File: config.mk
export PLATFORM = sky130hd
export DESIGN_NAME = load_store_unit
export DESIGN_NICKNAME = d
export VERILOG_FILES = /design/src/rtl/lsu_pkg.sv /design/src/rtl/lsu_align.sv /design/src/rtl/load_store_unit.sv
export SDC_FILE = /design/constraint.sdc
export NUM_CORES = 1
export LEC_CHECK = 0
export BUFFER_PORTS_ARGS = -buffer_cell sky130_fd_sc_hd__buf_4
export CORE_AREA = 2 2 121 123
export DETAILED_ROUTE_END_ITERATION = 10
export DIE_AREA = 0 0 123 125
export PLACE_DENSITY = 0.85
export SYNTH_ARGS = -nofsm -noshare
export SYNTH_HDL_FRONTEND = slang
export SYNTH_SLANG_ARGS = --single-unit
File: constraint.sdc
create_clock -name clk -period 4.15 [get_ports clk]
set_input_delay 0.83 -clock clk [delete_from_list [all_inputs] [get_ports clk]]
set_output_delay 0.83 -clock clk [all_outputs]
set_load 0.02 [all_outputs]
File: src/rtl/lsu_pkg.sv
// Shared types for the load/store unit: access size codes and
// the bus sequencing state enumeration.
package lsu_pkg;

  typedef enum logic [1:0] {
    SZ_B = 2'd0,
    SZ_H = 2'd1,
    SZ_W = 2'd2,
    SZ_D = 2'd3
  } size_e;

  typedef enum logic [1:0] {
    IDLE  = 2'd0,
    BEAT0 = 2'd1,
    BEAT1 = 2'd2,
    RESP  = 2'd3
  } state_e;

endpackage

File: src/rtl/lsu_align.sv
// Byte-lane steering for the load/store unit: lane enables,
// store data placement and load extraction with extension.
module lsu_align
  import lsu_pkg::*;
#(
  parameter int DATA_W = 32
) (
  input  size_e              size,
  input  logic               uns,
  input  logic [2:0]         addr_lo,
  input  logic [DATA_W-1:0]  wdata,
  input  logic [DATA_W-1:0]  rd0,
  input  logic [DATA_W-1:0]  rd1,
  output logic [DATA_W/8-1:0] be0,
  output logic [DATA_W/8-1:0] be1,
  output logic [DATA_W-1:0]  wd0,
  output logic [DATA_W-1:0]  wd1,
  output logic               two_beats,
  output logic [DATA_W-1:0]  ldata
);

  localparam int NB  = DATA_W / 8;
  localparam int NB2 = 2 * NB;

  logic [2:0]          off;
  logic [5:0]          sh;
  logic [3:0]          nbytes;
  logic [NB2-1:0]      lanes;
  logic [2*DATA_W-1:0] wsh;
  logic [DATA_W-1:0]   raw;
  logic [DATA_W-1:0]   lmask;
  logic                sgn;

  assign off    = addr_lo & 3'(NB - 1);
  assign sh     = {off, 3'b000};
  assign nbytes = 4'd1 << size;

  // Lanes over a two-word window; the upper half spills into beat 1
  assign lanes = NB2'((9'd1 << nbytes) - 9'd1) << off;
  assign {be1, be0} = lanes;
  assign two_beats  = |be1;

  assign wsh        = {{DATA_W{1'b0}}, wdata} << sh;
  assign {wd1, wd0} = wsh;

  assign raw = DATA_W'({rd1, rd0} >> sh);

  always_comb begin
    lmask = '1;
    sgn   = 1'b0;
    case (size)
      SZ_B: begin
        lmask = DATA_W'(8'hFF);
        sgn   = raw[7];
      end
      SZ_H: begin
        lmask = DATA_W'(16'hFFFF);
        sgn   = raw[15];
      end
      SZ_W: begin
        lmask = DATA_W'(32'hFFFF_FFFF);
        sgn   = raw[31];
      end
      default: ;
    endcase
    ldata = (raw & lmask) | ((sgn && !uns) ? ~lmask : '0);
  end

endmodule

File: src/rtl/load_store_unit.sv
// Load/store unit: one request at a time, split into one or two
// bus beats, with sign/zero extension of load data.
module load_store_unit
  import lsu_pkg::*;
#(
  parameter int DATA_W         = 32,
  parameter bit MISALIGN_SPLIT = 1'b0
) (
  input  logic                clk,
  input  logic                reset,
  input  logic                req_valid,
  output logic                req_ready,
  input  logic                req_we,
  input  logic [1:0]          req_size,
  input  logic                req_unsigned,
  input  logic [31:0]         req_addr,
  input  logic [DATA_W-1:0]   req_wdata,
  output logic                resp_valid,
  output logic [DATA_W-1:0]   resp_rdata,
  output logic                resp_exc,
  output logic                mem_req,
  output logic                mem_we,
  output logic [31:0]         mem_addr,
  output logic [DATA_W/8-1:0] mem_be,
  output logic [DATA_W-1:0]   mem_wdata,
  input  logic                mem_ack,
  input  logic [DATA_W-1:0]   mem_rdata
);

  localparam int NB    = DATA_W / 8;
  localparam int OFF_W = $clog2(NB);

  state_e            state, nxt;
  logic              q_we, q_uns, q_exc;
  size_e             q_size;
  logic [31:0]       q_addr;
  logic [DATA_W-1:0] q_wdata, d0, d1;
  logic [2:0]        amask;
  logic              ill;
  logic [NB-1:0]     be0, be1;
  logic [DATA_W-1:0] wd0, wd1, ldata;
  logic              two;
  logic [31:0]       base;

  assign amask = 3'((4'd1 << req_size) - 4'd1);
  assign ill   = (DATA_W == 32 && req_size == 2'd3) ||
                 (!MISALIGN_SPLIT && |(req_addr[2:0] & amask));
  assign base  = {q_addr[31:OFF_W], {OFF_W{1'b0}}};

  lsu_align #(.DATA_W(DATA_W)) u_align (
    .size      (q_size),
    .uns       (q_uns),
    .addr_lo   (q_addr[2:0]),
    .wdata     (q_wdata),
    .rd0       (d0),
    .rd1       (d1),
    .be0       (be0),
    .be1       (be1),
    .wd0       (wd0),
    .wd1       (wd1),
    .two_beats (two),
    .ldata     (ldata)
  );

  always_ff @(posedge clk or negedge reset) begin
    if (!reset) begin
      state   <= IDLE;
      q_we    <= 1'b0;
      q_uns   <= 1'b0;
      q_exc   <= 1'b0;
      q_size  <= SZ_B;
      q_addr  <= '0;
      q_wdata <= '0;
      d0      <= '0;
      d1      <= '0;
    end else begin
      state <= nxt;
      if (state == IDLE && req_valid) begin
        q_we    <= req_we;
        q_uns   <= req_unsigned;
        q_exc   <= ill;
        q_size  <= size_e'(req_size);
        q_addr  <= req_addr;
        q_wdata <= req_wdata;
        d0      <= '0;
        d1      <= '0;
      end
      if (state == BEAT0 && mem_ack) d0 <= mem_rdata;
      if (state == BEAT1 && mem_ack) d1 <= mem_rdata;
    end
  end

  always_comb begin
    nxt       = state;
    mem_req   = 1'b0;
    mem_we    = 1'b0;
    mem_addr  = '0;
    mem_be    = '0;
    mem_wdata = '0;
    unique case (state)
      IDLE: begin
        if (req_valid) nxt = ill ? RESP : BEAT0;
      end
      BEAT0: begin
        mem_req   = 1'b1;
        mem_we    = q_we;
        mem_addr  = base;
        mem_be    = be0;
        mem_wdata = wd0;
        if (mem_ack) nxt = two ? BEAT1 : RESP;
      end
      BEAT1: begin
        mem_req   = 1'b1;
        mem_we    = q_we;
        mem_addr  = base + 32'(NB);
        mem_be    = be1;
        mem_wdata = wd1;
        if (mem_ack) nxt = RESP;
      end
      RESP: nxt = IDLE;
    endcase
  end

  assign req_ready  = (state == IDLE);
  assign resp_valid = (state == RESP);
  assign resp_exc   = resp_valid && q_exc;
  assign resp_rdata = (resp_valid && !q_exc && !q_we) ? ldata : '0;

endmodule
==> results.yml <==
clocking:
  cts_resized: 0
  clk_latency_ns: 0.43
  cts_inserted_buffers: 17
  clockBufferDepth: 2
  postCtsHoldBufs: 0
  cts_tree: "yes"
  h-tree-depth: 4
  cts.clk_slew.worst_paths_ns: 0.06
  clock-sinks: 127
  ctsRootBufferMaster: "clkbuf_16"
  cts_setup_buffers: 0
synthesis:
  syn_area_per_cell_sq_um: 10.53
  ys_seq_area_share_pct: 39.96
  synth-async-reset-ratio_pct: 100.0
  synth_enable_flop_cells: 0
  ys_warn_count: 0
  yosysUniqueCellTypes: 57
  yosys_register_bits: 127
  syn_inst: 755
  syn_area_sq_um: 7953
  synth_flop_cell: "dfrtp_1"
final_layout:
  final_util_pct: 71.01
  antenna_cells: 0
  final_cell_mix: "buf_4 (219), dfrtp_1 (125), mux2_2 (80)"
  fill_cells: 1064
  multiInputGateArea_sq_um: 4319
  layout.nets: 1031
  final_layout_size_suffix_gt1_share_pct: 40.43
  seqCellArea_sq_um: 3183
  syn_to_final_growth_pct: 26.82
  final_common_cell: "buf_4"
die:
  die_area_sq_um: 15380
  placementRows: 44
  die_h_microns: 125
  io_pins: 209
  initial_core_util_pct: 55.99
  coreArea_sq_um: 14200
  die_w_microns: 123
timing:
  post-route-period-util_pct: 88.17
  period_minus_slack_ns: 3.659
  rsz0062_at_grt: "no"
  fin_worst_skew_ns: 0.008701
  clock.fmax_mhz: 273.3
  max-slew-margin-rel_pct: 15.76
  hold_viol_final: 0
  slew_viol_final: 0
  finalSetupViolCount: 0
  fin_setup_tns_ns: 0
  fin_hold_ws_ns: 0.4988
  timing_worst_slew_pin_value_ns: 1.264
worst_hold_path:
  hold_path.class: "flop to flop"
placed_design:
  port_buffers: 206
  routabilityCongestion: 0.8900
  hpwlAfterDp_microns: 14920
route:
  drt_iter0_drc: 634
  routed_via_density: 6.380
  drtPass1Iterations: 5
  wirelength_microns: 22750
  post_drt_wl_per_cell_microns: 20.33
  antenna_left: 0
  vias: 7139
  drc: 0
global_routing:
  grt_usage_pct: 30.14
  grt_start_max_net_pins: 84
  antenna_found_initial: 0
  grt.overflow.total: 0
  grt_pass1_vias: 6711
  grt_pass1_wl_microns: 35800
worst_setup_path:
  cpPeakStageDelay_ns: 0.84
  r2r_end: "d1[8]$_DFFE_PN0P_"
  crit_end: "resp_rdata[15]"
  crit_type: "flop to output pin"
  start_kind: "flop"
  timing.rr.start: "state[0]$_DFFE_PN0P_"
  endpoint_kind: "output pin"
  cp_slowest_cell: "dfrtp_4"
  cp.required_ns: 3.32
  critPathMaxFanout: 48
  cp_data_arrival_time_ns: 2.83
  reg2reg_depth: 7
  crit_chain: "xor2_1 > a22oi_1 > nor2_1 > o21ai_1 > a21oi_1 > buf_4"
  crit_start: "q_addr[0]$_DFFE_PN0P_"
  r2r_setup_slack_ns: 1.59
pwr:
  pwr-share-comb_pct: 54.0
  power.share.switching_pct: 44.25
  seqPwrFrac_pct: 29.5
  peakVddDrop_mv: 0.4888
  p_int_mw: 4.864
  powerDensity_nw_per_um2: 865.0
  leakage_nw: 4.651
  pwr-share-clk_pct: 16.5
  switchingPower_mw: 3.861
run_status:
  status: "finished clean"
flow_run:
  drv_cap: 0
## power by group through the flow
| stage | Combinational, mW | Sequential [mW] | Clock [mW] |
|---|---|---|---|
| after floorplan | 3.54 | 2.20 | 0 |
| after global routing | 5.06 | 2.66 | 1.52 |
| after detailed placement | 4.66 | 2.54 | 0 |
| final | 4.71 | 2.57 | 1.44 |
| after CTS | 4.69 | 2.54 | 1.45 |
| after global placement | 4.55 | 2.50 | 0 |
## cell usage after synthesis, types with 5 or more instances
cell        n  area [sq um]
buf_2      17         85.08
a22o_1     59         516.8
ha_1        5         62.56
nand4_1    15         93.84
and3_1     14         87.58
a32o_1      8         80.08
inv_1      30         112.6
buf_4      10         75.07
dfrtp_1   127          3178
and4_1      7         61.31
nand3_1    11         55.05
mux2i_1    36         360.4
mux2_2     80         900.9
o22a_1      8         70.07
clkbuf_1   32         120.1
a211oi_1    8         60.06
a22oi_1    11         82.58
nor2b_1     5         31.28
mux4_2     28         630.6
a31oi_1    11         68.82
nor2_1     43         161.4
and2_1      8         50.05
nand2_1    32         120.1
buf_1       9         33.78
a21oi_1    48         240.2
o21ai_0    43         215.2
## stage by stage
| stage | std cells | worst slack, ns | power [mW] | instance area [sq um] |
|---|---|---|---|---|
| final | 1119 | 0.4908 | 8.724 | 10090 |
| after global routing | 1119 | 0.3571 | 9.237 | 10090 |
| after CTS | 1119 | 0.5761 | 8.674 | 10090 |
| after detailed placement | 1087 | 1.015 | 7.195 | 9513 |
| after global placement | 1087 | 1.074 | 7.055 | 9513 |
| after floorplan | 756 | 1.077 | 5.740 | 7956 |
## worst min-delay path by stage
stage	from	end	slack [ns]	depth (start not counted)
floorplan	d1[16]$_DFFE_PN0P_	d1[16]$_DFFE_PN0P_	0.46	1
global placement	d0[5]$_DFFE_PN0P_	d0[5]$_DFFE_PN0P_	0.48	1
detailed placement	d1[21]$_DFFE_PN0P_	d1[21]$_DFFE_PN0P_	0.48	1
CTS	d0[5]$_DFFE_PN0P_	d0[5]$_DFFE_PN0P_	0.50	1
global route	d0[5]$_DFFE_PN0P_	d0[5]$_DFFE_PN0P_	0.52	1
finish	d0[5]$_DFFE_PN0P_	d0[5]$_DFFE_PN0P_	0.50	1
## routing by layer
metal  share of wire [%]  global-route usage [%]  up-vias
met3                 7.4                   5.839       66
met2                  47                   45.17      409
met4                 4.2                   15.24        0
met1                  41                   41.87     3485
li1                    -                       -     3179
met5                   0                       0        -
## state kept, by name (all words and copies together), names as in the netlist
signal   flops
d0          32
d1          24
q_addr      32
q_exc        1
q_size       2
q_uns        1
q_wdata     32
q_we         1
state        2
## final cells by class
| cell class | count | share of cell area [%] |
|---|---|---|
| clock buffer | 18 | 4.354 |
| clock inverter | 14 | 1.327 |
| inverter | 31 | 1.154 |
| multi-input combinational | 525 | 42.82 |
| sequential | 127 | 31.56 |
| tap | 184 | 2.283 |
| timing repair buffer | 220 | 16.50 |
## logic make-up after synthesis
| logic type | after synthesis | synth area share [%] |
|---|---|---|
| buf+inv | 104 | 5.963 |
| simple gates | 154 | 10.08 |
| compound gates | 218 | 19.07 |
| flops | 127 | 39.96 |
| fa+ha+maj | 5 | 0.7867 |
| other cells | 1 | 0.04715 |
| xor+xnor | 1 | 0.1102 |
| mux | 145 | 23.98 |
## worst max-delay path, delay by kind of cell, from the launching register on
kind | cells | cell delay (ns)
AOI/OAI and AO/OA | 3 | 1.10
xor gates and xnor gates | 1 | 0.14
buffers and inverters | 1 | 0.22
DFF | 1 | 0.84
and+or+nand+nor | 1 | 0.10
Note: power is estimated with default switching activity, not from simulation.
